--- src/rtl/hart_mem_arbiter.sv ---
// hart_mem_arbiter: round-robin share of one data-memory port between the barrel harts.
// Latency: request seen in IDLE -> mem_req_valid next cycle; matching memory response -> hart_rsp_valid next cycle.
// Backpressure: the request is held stable while mem_req_ready is low; one transaction is outstanding at a time.
//
// Ports: clk/rst_n (synchronous, active-low reset); hart_req_* level requests from each hart,
// hart_rsp_* one-cycle response pulse; blocked[] to barrel_sched; mem_req_*/mem_rsp_* the
// single memory port, with a 1-bit tag that toggles per accepted request.
// Optional feature: define MEM_ARB_TIMEOUT_EN to end a WAIT after TIMEOUT_CYC cycles with hart_rsp_err=1.

`ifndef HART_NUM
`define HART_NUM 2
`endif

module hart_mem_arbiter #(
  parameter int HART_NUM    = `HART_NUM,
  parameter int ADDR_W      = 32,
  parameter int DATA_W      = 32,
  parameter int TIMEOUT_CYC = 64
) (
  input  logic                         clk,
  input  logic                         rst_n,
  input  logic [HART_NUM-1:0]          hart_req_valid,
  input  logic [HART_NUM-1:0]          hart_req_we,
  input  logic [HART_NUM*ADDR_W-1:0]   hart_req_addr,
  input  logic [HART_NUM*DATA_W-1:0]   hart_req_wdata,
  input  logic [HART_NUM*DATA_W/8-1:0] hart_req_wstrb,
  output logic [HART_NUM-1:0]          hart_rsp_valid,
  output logic [DATA_W-1:0]            hart_rsp_rdata,
  output logic                         hart_rsp_err,
  output logic [HART_NUM-1:0]          blocked,
  output logic                         mem_req_valid,
  input  logic                         mem_req_ready,
  output logic                         mem_req_we,
  output logic [ADDR_W-1:0]            mem_req_addr,
  output logic [DATA_W-1:0]            mem_req_wdata,
  output logic [DATA_W/8-1:0]          mem_req_wstrb,
  output logic                         mem_req_tag,
  input  logic                         mem_rsp_valid,
  input  logic                         mem_rsp_tag,
  input  logic [DATA_W-1:0]            mem_rsp_rdata
);

  localparam int WIN_W = (HART_NUM > 1) ? $clog2(HART_NUM) : 1;
  localparam int STRB_W = DATA_W / 8;

  typedef enum logic [1:0] {S_IDLE, S_REQ, S_WAIT, S_RESP} state_t;

  state_t            state;
  logic [WIN_W-1:0]  last_grant;
  logic [WIN_W-1:0]  winner_q;
  logic [WIN_W-1:0]  win_d;
  logic              tag_q;        // tag of the transaction currently in flight
  logic [DATA_W-1:0] rdata_q;
  logic              rsp_match;
  logic [HART_NUM-1:0] rsp_onehot;

  logic              sel_we;
  logic [ADDR_W-1:0] sel_addr;
  logic [DATA_W-1:0] sel_wdata;
  logic [STRB_W-1:0] sel_wstrb;

`ifdef MEM_ARB_TIMEOUT_EN
  localparam int CNT_W = $clog2(TIMEOUT_CYC + 1);
  logic [CNT_W-1:0] wait_cnt;
  logic             err_q;
  assign hart_rsp_err = err_q;
`else
  assign hart_rsp_err = 1'b0;
`endif

  // Responses carrying a stale tag never match, whatever state we are in.
  assign rsp_match      = mem_rsp_valid && (mem_rsp_tag == tag_q);
  assign hart_rsp_rdata = rdata_q;
  assign blocked        = hart_req_valid & ~hart_rsp_valid;

  // Round-robin: scan starting one past the last grant, wrapping modulo HART_NUM.
  always_comb begin
    logic             found;
    logic [WIN_W-1:0] idx;
    found = 1'b0;
    win_d = last_grant;
    idx   = '0;
    for (int i = 1; i <= HART_NUM; i++) begin
      idx = WIN_W'((int'(last_grant) + i) % HART_NUM);
      if (!found && hart_req_valid[idx]) begin
        found = 1'b1;
        win_d = idx;
      end
    end
  end

  // Field mux for the hart about to be granted.
  always_comb begin
    sel_we    = 1'b0;
    sel_addr  = '0;
    sel_wdata = '0;
    sel_wstrb = '0;
    for (int h = 0; h < HART_NUM; h++) begin
      if (win_d == WIN_W'(h)) begin
        sel_we    = hart_req_we[h];
        sel_addr  = hart_req_addr[h*ADDR_W +: ADDR_W];
        sel_wdata = hart_req_wdata[h*DATA_W +: DATA_W];
        sel_wstrb = hart_req_wstrb[h*STRB_W +: STRB_W];
      end
    end
  end

  always_comb begin
    rsp_onehot           = '0;
    rsp_onehot[winner_q] = 1'b1;
  end

  always_ff @(posedge clk) begin
    if (!rst_n) begin
      state          <= S_IDLE;
      last_grant     <= WIN_W'(HART_NUM - 1);
      winner_q       <= '0;
      tag_q          <= 1'b0;
      rdata_q        <= '0;
      hart_rsp_valid <= '0;
      mem_req_valid  <= 1'b0;
      mem_req_we     <= 1'b0;
      mem_req_addr   <= '0;
      mem_req_wdata  <= '0;
      mem_req_wstrb  <= '0;
      mem_req_tag    <= 1'b0;
`ifdef MEM_ARB_TIMEOUT_EN
      wait_cnt       <= '0;
      err_q          <= 1'b0;
`endif
    end else begin
      hart_rsp_valid <= '0;
      case (state)
        S_IDLE: begin
          if (|hart_req_valid) begin
            winner_q      <= win_d;
            last_grant    <= win_d;
            mem_req_we    <= sel_we;
            mem_req_addr  <= sel_addr;
            mem_req_wdata <= sel_wdata;
            mem_req_wstrb <= sel_wstrb;
            // Present the tag this transaction will own once accepted.
            mem_req_tag   <= ~tag_q;
            mem_req_valid <= 1'b1;
            state         <= S_REQ;
          end
        end
        S_REQ: begin
          if (mem_req_ready) begin
            mem_req_valid <= 1'b0;
            tag_q         <= mem_req_tag;
            state         <= S_WAIT;
`ifdef MEM_ARB_TIMEOUT_EN
            wait_cnt      <= '0;
`endif
          end
        end
        S_WAIT: begin
          if (rsp_match) begin
            rdata_q        <= mem_rsp_rdata;
            hart_rsp_valid <= rsp_onehot;
            state          <= S_RESP;
`ifdef MEM_ARB_TIMEOUT_EN
            err_q          <= 1'b0;
          end else if (wait_cnt == CNT_W'(TIMEOUT_CYC - 1)) begin
            rdata_q        <= '0;
            err_q          <= 1'b1;
            hart_rsp_valid <= rsp_onehot;
            state          <= S_RESP;
          end else begin
            wait_cnt       <= wait_cnt + 1'b1;
`endif
          end
        end
        S_RESP: begin
          // No arbitration here, so the responding hart's still-high request is not re-granted.
          state <= S_IDLE;
        end
        default: state <= S_IDLE;
      endcase
    end
  end

endmodule

--- config.mk ---
export PLATFORM = sky130hd
export DESIGN_NAME = hart_mem_arbiter
export DESIGN_NICKNAME = d
export VERILOG_FILES = /design/src/rtl/hart_mem_arbiter.sv
export SDC_FILE = /design/constraint.sdc
export NUM_CORES = 1
export LEC_CHECK = 0
export BUFFER_PORTS_ARGS = -buffer_cell sky130_fd_sc_hd__buf_2
export CORE_MARGIN = 2
export CORE_UTILIZATION = 30
export CTS_CLUSTER_SIZE = 24
export DETAILED_ROUTE_END_ITERATION = 6
export GPL_ROUTABILITY_DRIVEN = 1
export REMOVE_ABC_BUFFERS = 1
export SETUP_SLACK_MARGIN = 0.5
export SLEW_MARGIN = 0
export SYNTH_ARGS = -nofsm -noshare
export SYNTH_HDL_FRONTEND = slang
export SYNTH_SLANG_ARGS = --single-unit
--- constraint.sdc ---
create_clock -name clk -period 4.3 [get_ports clk]
set_input_delay 0.86 -clock clk [delete_from_list [all_inputs] [get_ports clk]]
set_output_delay 0.86 -clock clk [all_outputs]
set_load 0.02 [all_outputs]
; ---- Yosys cells after proc, flatten, opt, wreduce, memory -nomap -nowiden
; Index checks and enable logic that the tools add are counted.
[totals]
ram_bits = 0
word_cells = 61
ff_bits = 110
output_inout_bits = 108
n_memories = 0
latchBits = 0
romBits = 0
in_bits = 177
[op_classes]
eq_ne = 7
reduce_logical = 13
addsub = 2
div = 0
shifts = 0
n_mul = 0
order_cmp = 4
mux = 20
bitwise_logic = 3
[op_table]
columns = operator, n
row1 = 2-to-1 mux 32 bit, 2
row2 = 2-to-1 mux 1 bit, 11
row3 = AND reduction 3 bit, 3
row4 = case mux 2 bit (4 select lines), 1
row5 = < comparator 1 x 2 -> 1 bit (second input constant), 3
row6 = 2-to-1 mux 2 bit, 3
row7 = inequality test 2 bit (second input constant), 3
row8 = AND reduction 2 bit, 3
row9 = equality test 2 bit (second input constant), 2
row10 = 2-to-1 mux 4 bit, 1
row11 = logical AND 1 bit, 3
row12 = adder 1 bit (second input constant), 2
row13 = bitwise AND 2 bit, 1
row14 = equality test 2 x 1 -> 1 bit (second input constant), 1
row15 = logical NOT 2 bit, 1
row16 = inverter 2 bit, 1
row17 = case mux 1 bit (2 select lines), 1
row18 = nonzero test 2 bit, 1
row19 = OR reduction 2 bit, 1
row20 = demux 1 bit (select 1 bit), 1
row21 = equality test 1 bit, 1
row22 = greater-or-equal comparator 1 bit (second input constant), 1
row23 = logical NOT 1 bit, 1
row24 = inverter 1 bit, 1

; ---- Longest topological paths before layout
[depth]
word_depth = 8
mapped_depth = 7

; ---- Least setup slack after synthesis
; Ideal clock, no wire load.
[synth_path]
kind = input to output
startpoint = input hart_req_valid[0]
endpoint = output blocked[0]
arrival_time_ns = 1.187
stages = 1
setup_slack_ns = 2.253
required_time_ns = 3.440
cell_sequence = nor2b_1
[synth_between]
elab_chain_len = 1
[synth_lines]
columns = element, line
row1 = "start, declared", 22  ; input logic [HART_NUM-1:0] hart_req_valid,
row2 = bitwise AND 2 bit, 74  ; assign blocked = hart_req_valid & ~hart_rsp_valid;
row3 = "end, declared", 30  ; output logic [HART_NUM-1:0] blocked,
; No other way between the ends.

; ---- Worst setup path in the final report
[layout_path]
startpoint = input hart_req_valid[1]
endpoint = output blocked[1]
; The elaborated chain is that of the path after synthesis.

==> metrics.md <==
| Metric | Value |
|---|---|
| Slew @ Worst Pin | `1.21 ns` |
| Hold Path Class | `reg2reg` |
| LEAKAGE | `2.91 nW` |
| P_int | `2.19 mW` |
| Psw | `1.55 mW` |
| RSZ-0062 raised after global routing | `false` |
| CTS buffer count | `9` |
| Die Span X | `132 µm` |
| Hold buffers post-CTS | `0` |
| Placed cell area | `6390 µm²` |
| N_diodes | `0` |
| Worst Path Max Fanout | `6` |
| Worst skew pair latency | `0.35 ns` |
| Core area | `15900 µm²` |
| HPWL after DPL | `11700 µm` |
| Worst Setup End Kind | `primary output` |
| CTS root buf | `clkbuf_16` |
| DRT iter0 DRCs | `303` |
| Layout cells sized above 1 | `0.418` |
| Worst clock skew | `0.00837 ns` |
| CTS tree | `yes` |
| Final Hold Vio Count | `0` |
| Power share of the clock group | `0.216` |
| Final nets | `1017` |
| Minimum clock period after layout | `2.27 ns` |
| Worst vdd ir | `244 µV` |
| First drt pass iteration count | `5` |
| Total power | `3.74 mW` |
| Data arrival, critical path | `1.41 ns` |
| Setup-failing EPs final | `0` |
| Synth area leaders | `dfxtp_1 (45%), o21ai_0 (11%), nand3_1 (10%), a31oi_1 (8.8%), o21ai_1 (6.1%)` |
| PwrDens | `560 nW/µm²` |
| Final instance area | `6670 µm²` |
| Startpoint Class | `primary input` |
| FMAX | `440 MHz` |
| Most common cell in the netlist | `o21ai_0` |
| Vias in the first global route | `5126` |
| Ys flop type | `dfxtp_1` |
| Drt total wl | `17300 µm` |
| IO Pins | `285` |
| Post-DR vias/cell | `5.15` |
| Vias post-DR | `5447` |
| Sequential Power Share | `0.375` |
| Cell taking the most area after synthesis | `dfxtp_1` |
| Status | `complete, no violations` |
| Max-slew headroom | `0.191` |
| Multi-input logic area | `2370 µm²` |
| Setup Buffers After CTS | `0` |
| Sequential share of the synthesized area | `0.448` |
| TritonCTS Sinks | `110` |
| Dpl ws | `1.66 ns` |
| Yosys warns | `0` |
| RePlAce Congestion | `0.783` |
| Slack of the critical path | `2.03 ns` |
| Clock buffer depth | `2` |
| Clock Pin Slew Worst Setup and Hold Paths | `0.08 ns` |
| Fraction of the cycle the final worst path needs | `0.529` |
| Commonest cells in the netlist | `o21ai_0 (111), dfxtp_1 (110), nand3_1 (103), a31oi_1 (69), o21ai_1 (60)` |
| Final ANT Viol Nets | `0` |
| Synth Area per Inst | `8.20 µm²` |
| Ys async rst share | `0` |
| Rows | `46` |
| Switch share | `0.414` |
| Seq cells post-synth | `110` |
| Die Area | `17400 µm²` |
| Htree depth | `3` |
| Drt wl/cell | `16.4 µm` |
| Global route overflow | `0` |
| Setup CP Type | `in2out` |
| Cts repair resizes | `0` |
| Comb power frac | `0.409` |
| Max-slew violations | `0` |
| Largest net degree at the start of global routing | `75` |
| First-pass GRT wire length | `27500 µm` |
| Die H | `132 µm` |
| Filler cells | `1672` |
| Share of the synthesized area in the top cell type | `0.448` |
| Layout area overhead | `35.5%` |
| Post-synth cell types | `34` |
| WP data required | `3.44 ns` |
| Sequential cell area | `2200 µm²` |
| Post-Synthesis Cells | `600` |
| Initial antenna violation count | `0` |
| Starting density of the core | `0.309` |
| DRC | `0` |
| Post-synth EDFFs | `0` |
| Setup_tns | `0 ns` |
| I/O Buffers | `283` |
| Total track usage | `0.193` |
| Synth Cell Area | `4920 µm²` |
| Maximum Capacitance Violations | `0` |
[layout make-up]
type	instances	share of cell area
clock buffer	11	0.0364
tap	216	0.0405
inverter	6	0.00338
clock inverter	5	0.00507
timing repair buffer	296	0.229
multi-input combinational	414	0.355
sequential	110	0.330
[logic make-up after synthesis]
group	count (synthesis)	share of synthesized area
buffers and inverters	76	0.0738
adder cells (fa/ha/maj)	3	0.00763
flip-flops	110	0.448
other	1	0.000762
AO/OA/AOI/OAI	282	0.332
multiplexers	1	0.00204
AND/OR/NAND/NOR	125	0.129
XOR/XNOR	2	0.00662
[flip-flops by register name (all words and copies together), names as in the netlist, 2 cells and up]
signal,cells
state,2
mem_req_wstrb,4
hart_rsp_valid,2
hart_rsp_rdata,32
mem_req_wdata,32
mem_req_addr,32
[power by group through the flow]
stage	Clock [mW]	Sequential [mW]	Combinational (mW)
2_1_floorplan	0	1.71	0.649
3_3_place_gp	0	1.42	1.54
3_5_place_dp	0	1.42	1.54
4_1_cts	0.830	1.40	1.54
5_1_grt	0.868	1.43	1.68
6_report	0.806	1.40	1.53
[placed cells by master (no fill, tap or decap), types with 5 or more instances in the layout]
| cell | count |
|---|---|
| a31oi_1 | 69 |
| dfxtp_1 | 110 |
| buf_4 | 12 |
| a21oi_2 | 30 |
| nand3_1 | 103 |
| o21ai_0 | 111 |
| inv_1 | 5 |
| clkbuf_16 | 9 |
| nand2_1 | 6 |
| buf_2 | 283 |
| o21ai_1 | 60 |
| a21oi_1 | 6 |
[through the flow]
step / util / hold slack [ns] / cells
CTS: 0.418 / 0.439 / 1058
detailed placement: 0.401 / 0.426 / 1042
floorplan: - / 0.392 / 530
global placement: 0.401 / 0.406 / 1042
global route: 0.418 / 0.453 / 1058
finish: 0.418 / 0.430 / 1058
[layer usage]
metal	track usage	up-vias	wire, µm	part of all wire
met5	0	-	0	0
met3	0.0623	16	1590	0.092
met4	0.0634	0	287	0.017
met2	0.313	232	8230	0.47
li1	-	2677	-	-
met1	0.243	2522	7220	0.42
[path summary, 6_finish.rpt]
kind	end	cells after the start	slack, ns	startpoint
setup / recovery	blocked[1]	3	2.03	hart_req_valid[1]
hold / removal	hart_rsp_valid[0]	1	0.43	winner_q
setup reg to reg	hart_rsp_valid[0]	6	2.17	state[0]
hold reg to reg	hart_rsp_valid[0]	1	0.43	winner_q
[worst max-delay path, stage by stage]
cell,delay (ns)
buf_2,0.16
nor2b_1,0.20
buf_2,0.20
Power figures use the tool's default switching activity.
